### config.mk
export PLATFORM = sky130hd
export DESIGN_NAME = top_tx
export DESIGN_NICKNAME = d
export VERILOG_FILES = /design/src/rtl/top_tx.sv
export SDC_FILE = /design/constraint.sdc
export NUM_CORES = 1
export LEC_CHECK = 0
export ABC_AREA = 1
export BUFFER_PORTS_ARGS = -buffer_cell sky130_fd_sc_hd__clkbuf_2
export CORE_MARGIN = 2
export CORE_UTILIZATION = 50
export DETAILED_ROUTE_END_ITERATION = 7
export GPL_TIMING_DRIVEN = 0
export PLACE_DENSITY = 0.71
export SLEW_MARGIN = 20
export SYNTH_ARGS = -nofsm -noshare
export SYNTH_HDL_FRONTEND = slang
export SYNTH_SLANG_ARGS = --single-unit
### constraint.sdc
create_clock -name CLK -period 2.6 [get_ports CLK]
set_input_delay 0.13 -clock CLK [delete_from_list [all_inputs] [get_ports CLK]]
set_output_delay 0.13 -clock CLK [all_outputs]
set_load 0.05 [all_outputs]
### src/rtl/top_tx.sv
// UART-style serial transmitter.
// Frame = start bit (0), DATA_LENGTH data bits LSB first, optional parity bit,
// stop bit (1). TX_OUT and BUSY come straight from flops so the line is glitch-free.
// The FSM state always names the bit currently on the line.
module top_tx #(
  parameter int DATA_LENGTH = 8
) (
  input  logic                   CLK,
  input  logic                   RST,
  input  logic [DATA_LENGTH-1:0] P_DATA,
  input  logic                   DATA_VALID,
  input  logic                   PAR_EN,
  input  logic                   PAR_TYP,
  output logic                   TX_OUT,
  output logic                   BUSY
);

  // A one-bit word still needs a counter flop, so the width never drops to zero.
  localparam int CNT_W = (DATA_LENGTH > 1) ? $clog2(DATA_LENGTH) : 1;
  localparam logic [CNT_W-1:0] LAST_BIT = CNT_W'(DATA_LENGTH - 1);

  typedef enum logic [2:0] {
    IDLE,
    START,
    DATA,
    PARITY,
    STOP
  } state_t;

  state_t                 state_reg;
  logic [DATA_LENGTH-1:0] shift_reg;   // latched word, shifted right as bits go out
  logic [CNT_W-1:0]       cnt_reg;     // index of the data bit currently on the line
  logic                   par_en_reg;
  logic                   parity_reg;
  logic                   tx_reg;
  logic                   busy_reg;
  logic                   accept;

  // Requests are honoured only while idle; everything else ignores DATA_VALID.
  assign accept = (state_reg == IDLE) && DATA_VALID;

  // Parity generator: computed once from the accepted word so later input changes cannot disturb it.
  always_ff @(posedge CLK or posedge RST) begin
    if (RST) begin
      parity_reg <= 1'b0;
    end else if (accept) begin
      parity_reg <= (^P_DATA) ^ PAR_TYP;
    end
  end

  // Control FSM, serializer and output mux; outputs are registered alongside the state.
  always_ff @(posedge CLK or posedge RST) begin
    if (RST) begin
      state_reg  <= IDLE;
      shift_reg  <= '0;
      cnt_reg    <= '0;
      par_en_reg <= 1'b0;
      tx_reg     <= 1'b1;
      busy_reg   <= 1'b0;
    end else begin
      case (state_reg)
        IDLE: begin
          tx_reg   <= 1'b1;
          busy_reg <= 1'b0;
          if (DATA_VALID) begin
            shift_reg  <= P_DATA;
            par_en_reg <= PAR_EN;
            cnt_reg    <= '0;
            tx_reg     <= 1'b0;
            busy_reg   <= 1'b1;
            state_reg  <= START;
          end
        end

        START: begin
          tx_reg    <= shift_reg[0];
          shift_reg <= shift_reg >> 1;
          cnt_reg   <= '0;
          state_reg <= DATA;
        end

        DATA: begin
          if (cnt_reg == LAST_BIT) begin
            if (par_en_reg) begin
              tx_reg    <= parity_reg;
              state_reg <= PARITY;
            end else begin
              tx_reg    <= 1'b1;
              state_reg <= STOP;
            end
          end else begin
            cnt_reg   <= cnt_reg + CNT_W'(1);
            tx_reg    <= shift_reg[0];
            shift_reg <= shift_reg >> 1;
          end
        end

        PARITY: begin
          tx_reg    <= 1'b1;
          state_reg <= STOP;
        end

        STOP: begin
          tx_reg    <= 1'b1;
          busy_reg  <= 1'b0;
          state_reg <= IDLE;
        end

        default: begin
          tx_reg    <= 1'b1;
          busy_reg  <= 1'b0;
          state_reg <= IDLE;
        end
      endcase
    end
  end

  assign TX_OUT = tx_reg;
  assign BUSY   = busy_reg;

endmodule

After elaboration in Yosys (flattened, before gate mapping)
Index checks and enable logic that the tools add are counted.
{"block": "totals", "input_bits": 13, "wordCells": 40, "out_inout_bits": 2, "register_bits": 18}
{"block": "classes", "bitwise": 1, "n_eq_ne": 7, "addsub": 1, "muxes": 16, "reduce_logical": 8}
{"cell": "case mux 8 bit (3 select lines)", "n": 1}
{"cell": "2-to-1 mux 8 bit", "n": 2}
{"cell": "2-to-1 mux 3 bit", "n": 5}
{"cell": "case mux 3 bit (4 select lines)", "n": 1}
{"cell": "case mux 3 bit (3 select lines)", "n": 1}
{"cell": "parity 8 bit", "n": 1}
{"cell": "equality test 3 x 2 -> 1 bit, second input constant", "n": 2}
{"cell": "inequality test 2 bit, second input constant", "n": 3}
{"cell": "2-to-1 mux 1 bit", "n": 4}
{"cell": "AND reduction 2 bit", "n": 2}
{"cell": "adder 3 x 1 -> 3 bit, second input constant", "n": 1}
{"cell": "equality test 3 x 1 -> 1 bit, second input constant", "n": 1}
{"cell": "equality test 3 bit, second input constant", "n": 1}
{"cell": "logical NOT 3 bit", "n": 1}
{"cell": "case mux 1 bit (3 select lines)", "n": 1}
{"cell": "AND reduction 3 bit", "n": 1}
{"cell": "nonzero test 3 bit", "n": 1}
{"cell": "OR reduction 3 bit", "n": 1}
{"cell": "case mux 1 bit (2 select lines)", "n": 1}
{"cell": "logical AND 1 bit", "n": 1}
{"cell": "XOR 1 bit", "n": 1}

Longest topological paths before layout
{"block": "depth", "depth_word": 3, "ltp_mapped": 9, "mapped_depth_nobuf": 9}

Least setup slack after synthesis
OpenSTA, ideal clock, no wires.
{"block": "synth_timing", "kind": "register -> register", "from": "register cnt_reg[0]", "to": "register shift_reg[4]", "setup_time_ns": 0.124, "required_time_ns": 2.476, "arrival_time_ns": 1.346, "period_less_slack_ns": 1.470, "n_path_buf": 1, "stages_incl_launch_ff": 10, "path_slack_ns": 1.130, "path_cell_list": "dfrtp_1 > ha_1 > ha_1 > inv_1 > nor2_1 > nor2_4 > inv_2 > buf_6 > nand2_1 > nand2_1"}
{"block": "synth_between", "elab_chain_cells": 3}
{"item": "from (decl)", "line": "32", "text": "logic [CNT_W-1:0] cnt_reg;"}
{"item": "from (signal assigned)", "line": "92", "text": "cnt_reg <= cnt_reg + CNT_W'(1);"}
{"item": "equality test 3 bit", "line": "83", "text": "if (cnt_reg == LAST_BIT) begin"}
{"item": "inequality test 2 bit (no source line)"}
{"item": "AND reduction 3 bit (no source line)"}
{"item": "to (signal assigned)", "line": "77", "text": "shift_reg <= shift_reg >> 1;"}
{"item": "to (signal assigned)", "line": "94", "text": "shift_reg <= shift_reg >> 1;"}
{"item": "to (decl)", "line": "31", "text": "logic [DATA_LENGTH-1:0] shift_reg;"}
Every way passes these cells.
A chain may end at the register's enable or synchronous reset.

Final worst setup path
{"block": "layout_timing", "from": "register cnt_reg[0]", "to": "register shift_reg[6]"}
The elaborated chain is that of the path after synthesis.

==> key figures <==
Outcome
  – Outcome: complete, no violations

Synthesis
  – Area contributors post-synth: dfrtp_1 (41%), nand2_1 (21%), inv_1 (6.5%)
  – Mapped Cells: 141
  – Top FF cell, synth: dfrtp_1
  – Mapped Nets: 156
  – Yosys top cell area share: 41.0%
  – Seq/Total Area, Yosys: 43.5%
  – #FFs+latches synth: 18
  – Count leader, synth: nand2_1
  – Mapped cell area: 1040 um^2
  – Synth cell types: 22
  – Number of synthesis warnings: 0
  – Area leader, netlist: dfrtp_1
  – Synthesized area per cell: 7.36 um^2
  – Async SR Flop Fraction: 100%
  – Commonest cells post-synth: nand2_1 (59), inv_1 (18), dfrtp_1 (17)
  – EDFF count, synth: 0

Critical path
  – R2R setup slack: 950 ps
  – CP Max Fanout: 10
  – CP cell instances: ha_1 > ha_1 > inv_1 > nor2_1 > nor2_4 > inv_2 > buf_6 > nand2_1 > nand2_1
  – Slowest CP cell: dfrtp_1
  – Reg-to-reg endpoint: shift_reg[6]
  – Setup crit end: shift_reg[6]
  – Worst R2R Start: cnt_reg[0]
  – Cell depth of the worst flop-to-flop path: 9
  – Worst Setup Start Kind: register
  – Req. time, crit path: 2790 ps
  – Slowest stage delay, CP: 410 ps
  – Crit. End Element: register
  – WS Path Type: reg -> reg
  – Critical Path AT: 1840 ps
  – Critical Path Start: cnt_reg[0]

Clock tree
  – Worst skew pair latency: 300 ps
  – Worst-path clk slew: 110 ps
  – Post-CTS Setup Inserts: 0
  – Post_cts resized: 0
  – CTS tree: done
  – Number of sinks on the clock net: 18
  – CTS root buf: clkbuf_4
  – Htree depth: 1
  – CTS max path bufs: 2
  – Num CTS Buffers: 3

Drt
  – Remaining DRCs: 0
  – WL/cell: 10.5 um
  – Vias per cell: 4.86
  – Initial DRC count: 12
  – Via count: 909
  – ANT nets after route: 0
  – Routed WL: 1960 um
  – First drt pass iteration count: 4

Placement
  – Port bufs: 14
  – Placer Congestion: 0.792
  – Placed cells: 182
  – Post-DP HPWL: 1500 um

Global routing
  – Routing usage on met3: 1.82%
  – GRT met1 Usage: 24.2%
  – GR met2 Demand/Resource: 35.3%
  – Vias in the first global route: 918
  – Global Route Usage Sum: 19.8%
  – GRT Residual Overflow: 0
  – First-pass GRT wire length: 3770 um
  – Initial antenna violation count: 0
  – Largest net degree at the start of global routing: 19
  – Most used routing layer: met2

Timing
  – Fmax: 606 MHz
  – Clk_skew: 1.01 ps
  – Final Cycle Share: 63.5%
  – Final hold viol count: 0
  – Setup violations, final: 0
  – Setup TNS: 0 ps
  – Slew @ Worst Pin: 675 ps
  – Max_slew headroom: 55.0%
  – Crit path time final: 1650 ps
  – Final Slew Violations: 0
  – RSZ-0062 raised after global routing: no

Layout
  – Layout overhead on the synthesized area: 13.5%
  – Filler cells: 209
  – Largest register FFs: 8
  – # diodes: 0
  – Share of cells above drive strength 1: 19.4%
  – Fin cells: 187
  – Final Net Count: 176

Power and ir drop
  – Peak VDD IR: 0.000467 V
  – Leak pwr: 0.000673 uW
  – Pwr dens: 1150 nW/um^2

Floorplan
  – Core ar.: 1960 um^2
  – I/O pin count: 15
  – Initial Util: 52.9%
  – Die Y: 49.5 um
  – Row cnt: 16
  – Die area: 2450 um^2
  – Die X: 49.5 um

Run
  – MaxCap Viol Count: 0

Hold path
  – Hold Crit Class: in -> reg
[power by group]
| group | switching, uW | total (uW) | internal, uW |
|---|---|---|---|
| registers | 81.8 | 501 | 419 |
| logic | 458 | 708 | 250 |
| clock network | 90.8 | 151 | 59.8 |
| total | 631 | 1360 | 729 |
[worst max-delay path: cells and delay by family, from the launching register on]
family	cells	cell delay, ps
AND/OR/NAND/NOR	4	430
flip-flops	1	410
adder cells (fa/ha/maj)	2	380
buffers and inverters	3	320
[metrics by stage]
| step | utilization (%) | area (um^2) | setup slack, ps | total power [uW] | hold slack (ps) |
|---|---|---|---|---|---|
| global route | 60.0 | 1180 | 808 | 1500 | 60.2 |
| global placement | 58.2 | 1140 | 984 | 1190 | 247 |
| finish | 60.0 | 1180 | 950 | 1360 | 44.6 |
| detailed placement | 58.2 | 1140 | 944 | 1220 | 254 |
| CTS | 60.0 | 1180 | 934 | 1370 | 47.1 |
| floorplan | - | 1040 | 1130 | 1060 | 67.8 |
[worst min path at each step]
stage                       from      endpoint  slack [ps]  cells past startpoint
after floorplan              RST          BUSY          70                      1
after global placement       RST  state_reg[1]         250                      2
after detailed placement     RST  state_reg[0]         250                      2
after CTS                 PAR_EN    par_en_reg          50                      3
after global routing      PAR_EN    par_en_reg          60                      3
final                     PAR_EN    par_en_reg          40                      3
[layer usage]
| metal | part of all wire (%) | vias up |
|---|---|---|
| li1 | - | 475 |
| met1 | 44 | 414 |
| met2 | 51 | 16 |
| met3 | 2.8 | 4 |
| met4 | 1.5 | 0 |
| met5 | 0 | - |
[logic make-up (layout without fill, tap and decap cells)]
logic type / Yosys count / count (layout) / share of synthesized area (%)
buffers and inverters: 23 / 42 / 9.17
AOI/OAI and AO/OA: 16 / 16 / 8.93
xor gates and xnor gates: 2 / 2 / 1.69
adders and majority gates: 2 / 2 / 2.41
and+or+nand+nor: 80 / 80 / 34.3
DFF: 18 / 18 / 43.5
[placed cells by master, fill, tap and decap left out]
cell type      synthesis  routed
a21oi_1                2       2
buf_2                  1       1
buf_6                  1       1
clkbuf_1               0       1
clkbuf_2               0      14
clkbuf_4               0       3
dfrtp_1               17      17
dfstp_2                1       1
dlygate4sd3_1          0       1
ha_1                   2       2
inv_1                 18      18
inv_2                  3       3
nand2_1               59      59
nand2_2                1       1
nand2_4                1       1
nand3_1               11      11
nand3_2                1       1
nor2_1                 3       3
nor2_4                 3       3
o2111ai_1              1       1
o211ai_1               2       2
o21ai_0               10      10
o21ai_2                1       1
or2_2                  1       1
xnor2_1                1       1
xor2_1                 1       1
[area by class of cell]
cell class	instances	area, um^2	area share (%)
repair buffers	15	80.1	6.80
inverters	21	78.8	6.70
well taps	27	33.8	2.87
clock buffers	4	26.3	2.23
plain buffers	2	16.3	1.38
flip-flops and latches	18	452	38.4
multi-input cells	100	490	41.7
[timing repair]
item | 4_1_cts | 5_1_grt
endpoints found under the setup margin | 0 | 0
hold buffers | 1 | 0
endpoints found under the hold margin | 17 | 0
No activity file was read; power rests on OpenSTA's default activity.
